$ cat src/rtl/mem_port_arbiter.sv
// Arbitrates one single-ported, variable-latency memory between the fetch port and the data port.
// Data has priority; fetch wins a tie after STARVE_LIMIT consecutive losses.
module mem_port_arbiter #(
    parameter int unsigned STARVE_LIMIT = 4,
    parameter int unsigned CNT_W        = 16
) (
    input  logic             clk_i,
    input  logic             rst_i,
    input  logic             if_req_i,
    input  logic [31:0]      if_addr_i,
    output logic [31:0]      if_rdata_o,
    output logic             if_ready_o,
    input  logic             dm_req_i,
    input  logic             dm_we_i,
    input  logic [1:0]       dm_wrbits_i,
    input  logic [2:0]       dm_rbits_i,
    input  logic [31:0]      dm_addr_i,
    input  logic [31:0]      dm_wdata_i,
    output logic [31:0]      dm_rdata_o,
    output logic             dm_ready_o,
    output logic             mem_req_o,
    output logic             mem_we_o,
    output logic [1:0]       mem_wrbits_o,
    output logic [2:0]       mem_rbits_o,
    output logic [31:0]      mem_addr_o,
    output logic [31:0]      mem_wdata_o,
    input  logic [31:0]      mem_rdata_i,
    input  logic             mem_ack_i,
    output logic [CNT_W-1:0] if_grants_o,
    output logic [CNT_W-1:0] dm_grants_o
);

    localparam int unsigned SW = (STARVE_LIMIT < 1) ? 1 : $clog2(STARVE_LIMIT + 1);

    typedef enum logic [1:0] {IDLE, I_ACC, D_ACC, RESP} state_e;

    state_e            state_q, state_d;
    logic [SW-1:0]     starve_q, starve_d;
    logic              mem_req_q, mem_req_d;
    logic              mem_we_q, mem_we_d;
    logic [1:0]        mem_wrbits_q, mem_wrbits_d;
    logic [2:0]        mem_rbits_q, mem_rbits_d;
    logic [31:0]       mem_addr_q, mem_addr_d;
    logic [31:0]       mem_wdata_q, mem_wdata_d;
    logic [31:0]       if_rdata_q, if_rdata_d;
    logic [31:0]       dm_rdata_q, dm_rdata_d;
    logic              if_ready_q, if_ready_d;
    logic              dm_ready_q, dm_ready_d;
    logic [CNT_W-1:0]  if_grants_q, if_grants_d;
    logic [CNT_W-1:0]  dm_grants_q, dm_grants_d;
    logic              grant_i, grant_d, starved;

    always_ff @(posedge clk_i or posedge rst_i) begin
        if (rst_i) begin
            state_q      <= IDLE;
            starve_q     <= '0;
            mem_req_q    <= 1'b0;
            mem_we_q     <= 1'b0;
            mem_wrbits_q <= '0;
            mem_rbits_q  <= '0;
            mem_addr_q   <= '0;
            mem_wdata_q  <= '0;
            if_rdata_q   <= '0;
            dm_rdata_q   <= '0;
            if_ready_q   <= 1'b0;
            dm_ready_q   <= 1'b0;
            if_grants_q  <= '0;
            dm_grants_q  <= '0;
        end else begin
            state_q      <= state_d;
            starve_q     <= starve_d;
            mem_req_q    <= mem_req_d;
            mem_we_q     <= mem_we_d;
            mem_wrbits_q <= mem_wrbits_d;
            mem_rbits_q  <= mem_rbits_d;
            mem_addr_q   <= mem_addr_d;
            mem_wdata_q  <= mem_wdata_d;
            if_rdata_q   <= if_rdata_d;
            dm_rdata_q   <= dm_rdata_d;
            if_ready_q   <= if_ready_d;
            dm_ready_q   <= dm_ready_d;
            if_grants_q  <= if_grants_d;
            dm_grants_q  <= dm_grants_d;
        end
    end

    always_comb begin
        state_d      = state_q;
        starve_d     = starve_q;
        mem_req_d    = mem_req_q;
        mem_we_d     = mem_we_q;
        mem_wrbits_d = mem_wrbits_q;
        mem_rbits_d  = mem_rbits_q;
        mem_addr_d   = mem_addr_q;
        mem_wdata_d  = mem_wdata_q;
        if_rdata_d   = if_rdata_q;
        dm_rdata_d   = dm_rdata_q;
        if_ready_d   = 1'b0;
        dm_ready_d   = 1'b0;
        if_grants_d  = if_grants_q;
        dm_grants_d  = dm_grants_q;
        starved      = (starve_q == SW'(STARVE_LIMIT));
        grant_i      = 1'b0;
        grant_d      = 1'b0;

        case (state_q)
            IDLE: begin
                grant_i = if_req_i && (!dm_req_i || starved);
                grant_d = dm_req_i && !grant_i;
                if (grant_d) begin
                    state_d      = D_ACC;
                    mem_req_d    = 1'b1;
                    mem_we_d     = dm_we_i;
                    mem_wrbits_d = dm_wrbits_i;
                    mem_rbits_d  = dm_rbits_i;
                    mem_addr_d   = dm_addr_i;
                    mem_wdata_d  = dm_wdata_i;
                    if (if_req_i && !starved)
                        starve_d = starve_q + SW'(1);
                    if (dm_grants_q != '1)
                        dm_grants_d = dm_grants_q + CNT_W'(1);
                end else if (grant_i) begin
                    // Fetch is always a plain word read
                    state_d      = I_ACC;
                    mem_req_d    = 1'b1;
                    mem_we_d     = 1'b0;
                    mem_wrbits_d = 2'b00;
                    mem_rbits_d  = 3'b000;
                    mem_addr_d   = if_addr_i;
                    mem_wdata_d  = '0;
                    starve_d     = '0;
                    if (if_grants_q != '1)
                        if_grants_d = if_grants_q + CNT_W'(1);
                end
            end
            I_ACC: begin
                if (mem_ack_i) begin
                    if_rdata_d = mem_rdata_i;
                    if_ready_d = 1'b1;
                    mem_req_d  = 1'b0;
                    state_d    = RESP;
                end
            end
            D_ACC: begin
                if (mem_ack_i) begin
                    dm_rdata_d = mem_rdata_i;
                    dm_ready_d = 1'b1;
                    mem_req_d  = 1'b0;
                    state_d    = RESP;
                end
            end
            // Dead cycle so a requester still high during ready is not re-granted
            RESP:    state_d = IDLE;
            default: state_d = IDLE;
        endcase
    end

    assign if_rdata_o   = if_rdata_q;
    assign if_ready_o   = if_ready_q;
    assign dm_rdata_o   = dm_rdata_q;
    assign dm_ready_o   = dm_ready_q;
    assign mem_req_o    = mem_req_q;
    assign mem_we_o     = mem_we_q;
    assign mem_wrbits_o = mem_wrbits_q;
    assign mem_rbits_o  = mem_rbits_q;
    assign mem_addr_o   = mem_addr_q;
    assign mem_wdata_o  = mem_wdata_q;
    assign if_grants_o  = if_grants_q;
    assign dm_grants_o  = dm_grants_q;

endmodule

$ cat config.mk
export PLATFORM = sky130hd
export DESIGN_NAME = mem_port_arbiter
export DESIGN_NICKNAME = d
export VERILOG_FILES = /design/src/rtl/mem_port_arbiter.sv
export SDC_FILE = /design/constraint.sdc
export NUM_CORES = 1
export LEC_CHECK = 0
export CORE_MARGIN = 10
export CORE_UTILIZATION = 46
export CTS_CLUSTER_SIZE = 8
export DETAILED_ROUTE_END_ITERATION = 16
export GPL_ROUTABILITY_DRIVEN = 0
export PLACE_DENSITY = 0.92
export SYNTH_ARGS = -nofsm -noshare
export SYNTH_HDL_FRONTEND = slang
export SYNTH_SLANG_ARGS = --single-unit
$ cat constraint.sdc
create_clock -name clk_i -period 19.2 [get_ports clk_i]
set_clock_uncertainty 0.15 [all_clocks]
set_input_delay 5.76 -clock clk_i [delete_from_list [all_inputs] [get_ports clk_i]]
set_output_delay 5.76 -clock clk_i [all_outputs]
set_load 0.1 [all_outputs]
==> summary.txt <==
Die
  • Horizontal extent of the die: 146.9 um
  • Full die area: 21580 um^2
  • Top-level I/O count: a little over 300
  • Placeable core area: roughly 16000 um^2
  • Number of placement rows: 46
  • Overall die height: 146.9 um
  • Initial core utilization: 46.81%

Setup path
  • Critical-path cell list: clkdlybuf4s50_1
  • Worst path buffer plus inverter count: 1
  • Highest net fanout along the worst path: 5
  • Capturing element type of the critical path: primary output
  • Required time reported for the critical path endpoint: 13.29 ns
  • Cell with the largest stage delay on the worst path: sky130_fd_sc_hd__clkdlybuf4s50_1
  • Arrival @ worst endpoint: between 2 and 2.5 ns
  • WS Path Type: register to primary output
  • Critical path startpoint category: register
  • Family of cells with the greatest summed delay on the critical path: buffers and inverters
  • Largest stage delay, worst path: about 1.2 ns

Drt
  • Overall via count from detail_route: 5948
  • Routed Wire Length: 22730 um
  • Average via count per standard cell: approximately 5.1
  • Detailed router's first-iteration violation count: approximately 240
  • Pre-Repair DR Iteration Count: 4
  • WL/cell: between 15 and 20 um
  • Antenna violation net count after detailed routing: 0
  • DRC Markers: 0

Place
  • Worst setup timing slack at the placement stage: approximately 11 ns
  • Port Buffer Count: about 310
  • HPWL after DPL: 17590 um

Synthesis
  • Count of mapped cells out of synthesis: 635
  • YS warnings: 0
  • Top post-synthesis cells by area: sky130_fd_sc_hd__dfrtp_1 59%, sky130_fd_sc_hd__mux2_2 10%, sky130_fd_sc_hd__nand2_1 6.2%, sky130_fd_sc_hd__o21ai_0 4.9%, sky130_fd_sc_hd__mux2i_1 4.6%
  • Post-synthesis share of cell area spent on full adders, half adders and majority gates: 1.351%
  • Cell variety after synth: 46
  • Syn_area_per_cell: 11.67 um^2
  • Post-synth net total: 782
  • Sequential share of the synthesized area: about three fifths
  • Combined area of all synthesized cells: 7408 um^2
  • Top post-synthesis cells by count: 174 x sky130_fd_sc_hd__dfrtp_1, 122 x sky130_fd_sc_hd__nand2_1, 73 x sky130_fd_sc_hd__o21ai_0, 67 x sky130_fd_sc_hd__mux2_2, 34 x sky130_fd_sc_hd__mux2i_1
  • Share of cell area taken by muxes after synthesis: 14.78%
  • Top-count cell post-synth: sky130_fd_sc_hd__dfrtp_1
  • Largest family of logic cells by synthesized area: multiplexers
  • Register bit count reported by yosys: 174
  • EDFF count, synth: 0
  • Dominant cell type by area after synthesis: sky130_fd_sc_hd__dfrtp_1
  • Share of the synthesized area in the top cell type: 58.77%
  • Flip-flop cell with the highest count after synthesis: sky130_fd_sc_hd__dfrtp_1
  • Post-synthesis async set-or-reset flop share: between 90% and 100%
  • Post-Synth Simple-Gate Area: 12.40%
  • XOR/XNOR share of the synthesized area: roughly 3.3%
  • Post-synthesis compound-gate area fraction: about 7%

Timing
  • TNS Setup: 0 ns
  • Worst setup margin: approximately 11 ns
  • Timing-limited maximum frequency: 0.1247 GHz
  • Post-route minimum period: 8.018 ns
  • Final count of hold timing violations: 0
  • Final setup violation count: 0
  • Unrepaired setup endpoints after global routing: false
  • Headroom to the max-slew limit: 25.38%
  • Worst-margin pin slew: 1.116 ns
  • Final Cycle Share: between 40% and 50%
  • Final number of max-transition violations: 0

Global route
  • Wire length of the first global-routing pass: 35570 um
  • Total gr overflow: 0
  • Number of global-route vias before repair: 6387
  • Maximum number of pins on one net before global-route repair: 112
  • Gr usage total: 20.80%
  • Initial antenna violation count: 0

Clock network
  • Buffer depth of the longest clock path: 2
  • CTS clk-pin slew, worst paths: 0.06 ns
  • # resized after CTS: 0
  • Worst skew pair latency: 0.42 ns
  • CTS Root Buffer Type: sky130_fd_sc_hd__clkbuf_16
  • Total number of clock tree sinks: 174
  • Clock tree from TritonCTS: built
  • Hold buffer count at CTS: 0
  • Number of buffers created by CTS: 17
  • Post-CTS repair timing setup buffer count: 0
  • Maximum level of the CTS H-tree: 4

Finish
  • Post-layout net count: 1081
  • Number of fillers in the final layout: between 1000 and 1500
  • Ratio of cells with drive above 1 in the final layout: 12.47%
  • Layout Area Growth over Synthesis: 51.33%
  • ANT cells: 0

Min path
  • Hold Path Class: register to register

Run
  • Maximum capacitance violations: 0

Status
  • Result of the run: finished clean
-- logic make-up after synthesis --
group / count (synthesis)
xor+xnor: 28
mux: 101
flops: 174
simple gates: 189
fa+ha+maj: 8
buf+inv: 43
compound gates: 92
-- placed cells by master (no fill, tap or decap), types with 2 or more instances in the layout --
cell                              Yosys  layout
sky130_fd_sc_hd__clkdlybuf4s50_1      0     307
sky130_fd_sc_hd__dfrtp_1            174     174
sky130_fd_sc_hd__nand2_1            122     121
sky130_fd_sc_hd__o21ai_0             73      73
sky130_fd_sc_hd__mux2_2              67      67
sky130_fd_sc_hd__mux2i_1             34      34
sky130_fd_sc_hd__xor2_1              19      19
sky130_fd_sc_hd__nand3_1             17      17
sky130_fd_sc_hd__clkbuf_16            0      17
sky130_fd_sc_hd__inv_1               11      10
sky130_fd_sc_hd__nor2_1               9       9
sky130_fd_sc_hd__xnor2_1              9       9
sky130_fd_sc_hd__nand4_1              8       8
sky130_fd_sc_hd__ha_1                 8       8
sky130_fd_sc_hd__nor4_1               7       7
sky130_fd_sc_hd__a21oi_1              6       6
sky130_fd_sc_hd__clkinv_4             0       5
sky130_fd_sc_hd__buf_4                1       5
sky130_fd_sc_hd__and4_1               4       4
sky130_fd_sc_hd__nor3_1               4       4
sky130_fd_sc_hd__inv_6                0       4
sky130_fd_sc_hd__a2111oi_2            3       3
sky130_fd_sc_hd__clkinv_2             0       3
sky130_fd_sc_hd__nand2_2              1       2
sky130_fd_sc_hd__and2_1               2       2
sky130_fd_sc_hd__nor2b_1              2       2
sky130_fd_sc_hd__nor4_4               2       2
sky130_fd_sc_hd__nor4_2               2       2
sky130_fd_sc_hd__and3_1               2       2
sky130_fd_sc_hd__clkbuf_8             0       2
-- cell type report --
class / instances / area [um^2] / share of cell area [%]
sequential: 174 / 4354 / 38.84
timing repair buffer: 312 / 3110 / 27.75
multi-input combinational: 418 / 2888 / 25.76
clock buffer: 20 / 456.7 / 4.074
tap: 216 / 270.3 / 2.411
clock inverter: 11 / 85.08 / 0.7589
inverter: 11 / 46.29 / 0.4129
-- path summary, 6_finish.rpt --
kind                           startpoint        endpoint  slack (ns)  cells after the start
hold / removal              mem_addr_o[6]   mem_addr_o[6]        0.33                      2
setup reg to reg               state_q[0]   mem_addr_o[7]       16.71                      5
min in group asynchronous           rst_i  if_rdata_o[13]        5.76                      2
setup / recovery           dm_grants_o[2]  dm_grants_o[2]       11.18                      1
max in group asynchronous           rst_i  dm_grants_o[5]       11.65                      3
hold reg to reg             mem_addr_o[6]   mem_addr_o[6]        0.33                      2
-- per-stage QoR --
| step | area [um^2] | cells | utilization [%] | hold WS [ns] |
|---|---|---|---|---|
| floorplan | 7408 | 635 | - | 0.3601 |
| global placement | 10670 | 1131 | 67.41 | 0.3103 |
| detailed placement | 10670 | 1131 | 67.41 | 0.3191 |
| CTS | 11210 | 1162 | 70.83 | 0.3332 |
| global route | 11210 | 1162 | 70.83 | 0.3482 |
| finish | 11210 | 1162 | 70.83 | 0.3276 |
-- flip-flops by register name, indices dropped and copies added, names as in the netlist, 3 cells and up --
name         flops
dm_rdata_o      32
if_rdata_o      32
mem_addr_o      32
mem_wdata_o     32
dm_grants_o     16
if_grants_o     16
mem_rbits_o      3
starve_q         3
-- layer usage --
layer	up-vias	track usage [%]	share of wire (%)
li1	2787	-	-
met1	2869	23.16	39
met2	258	35.44	49
met3	34	8.814	9.8
met4	0	6.442	2.0
met5	-	0	0
Power is not shown: default switching activity piles up to over one toggle a cycle in this logic, so the estimate is an artifact.
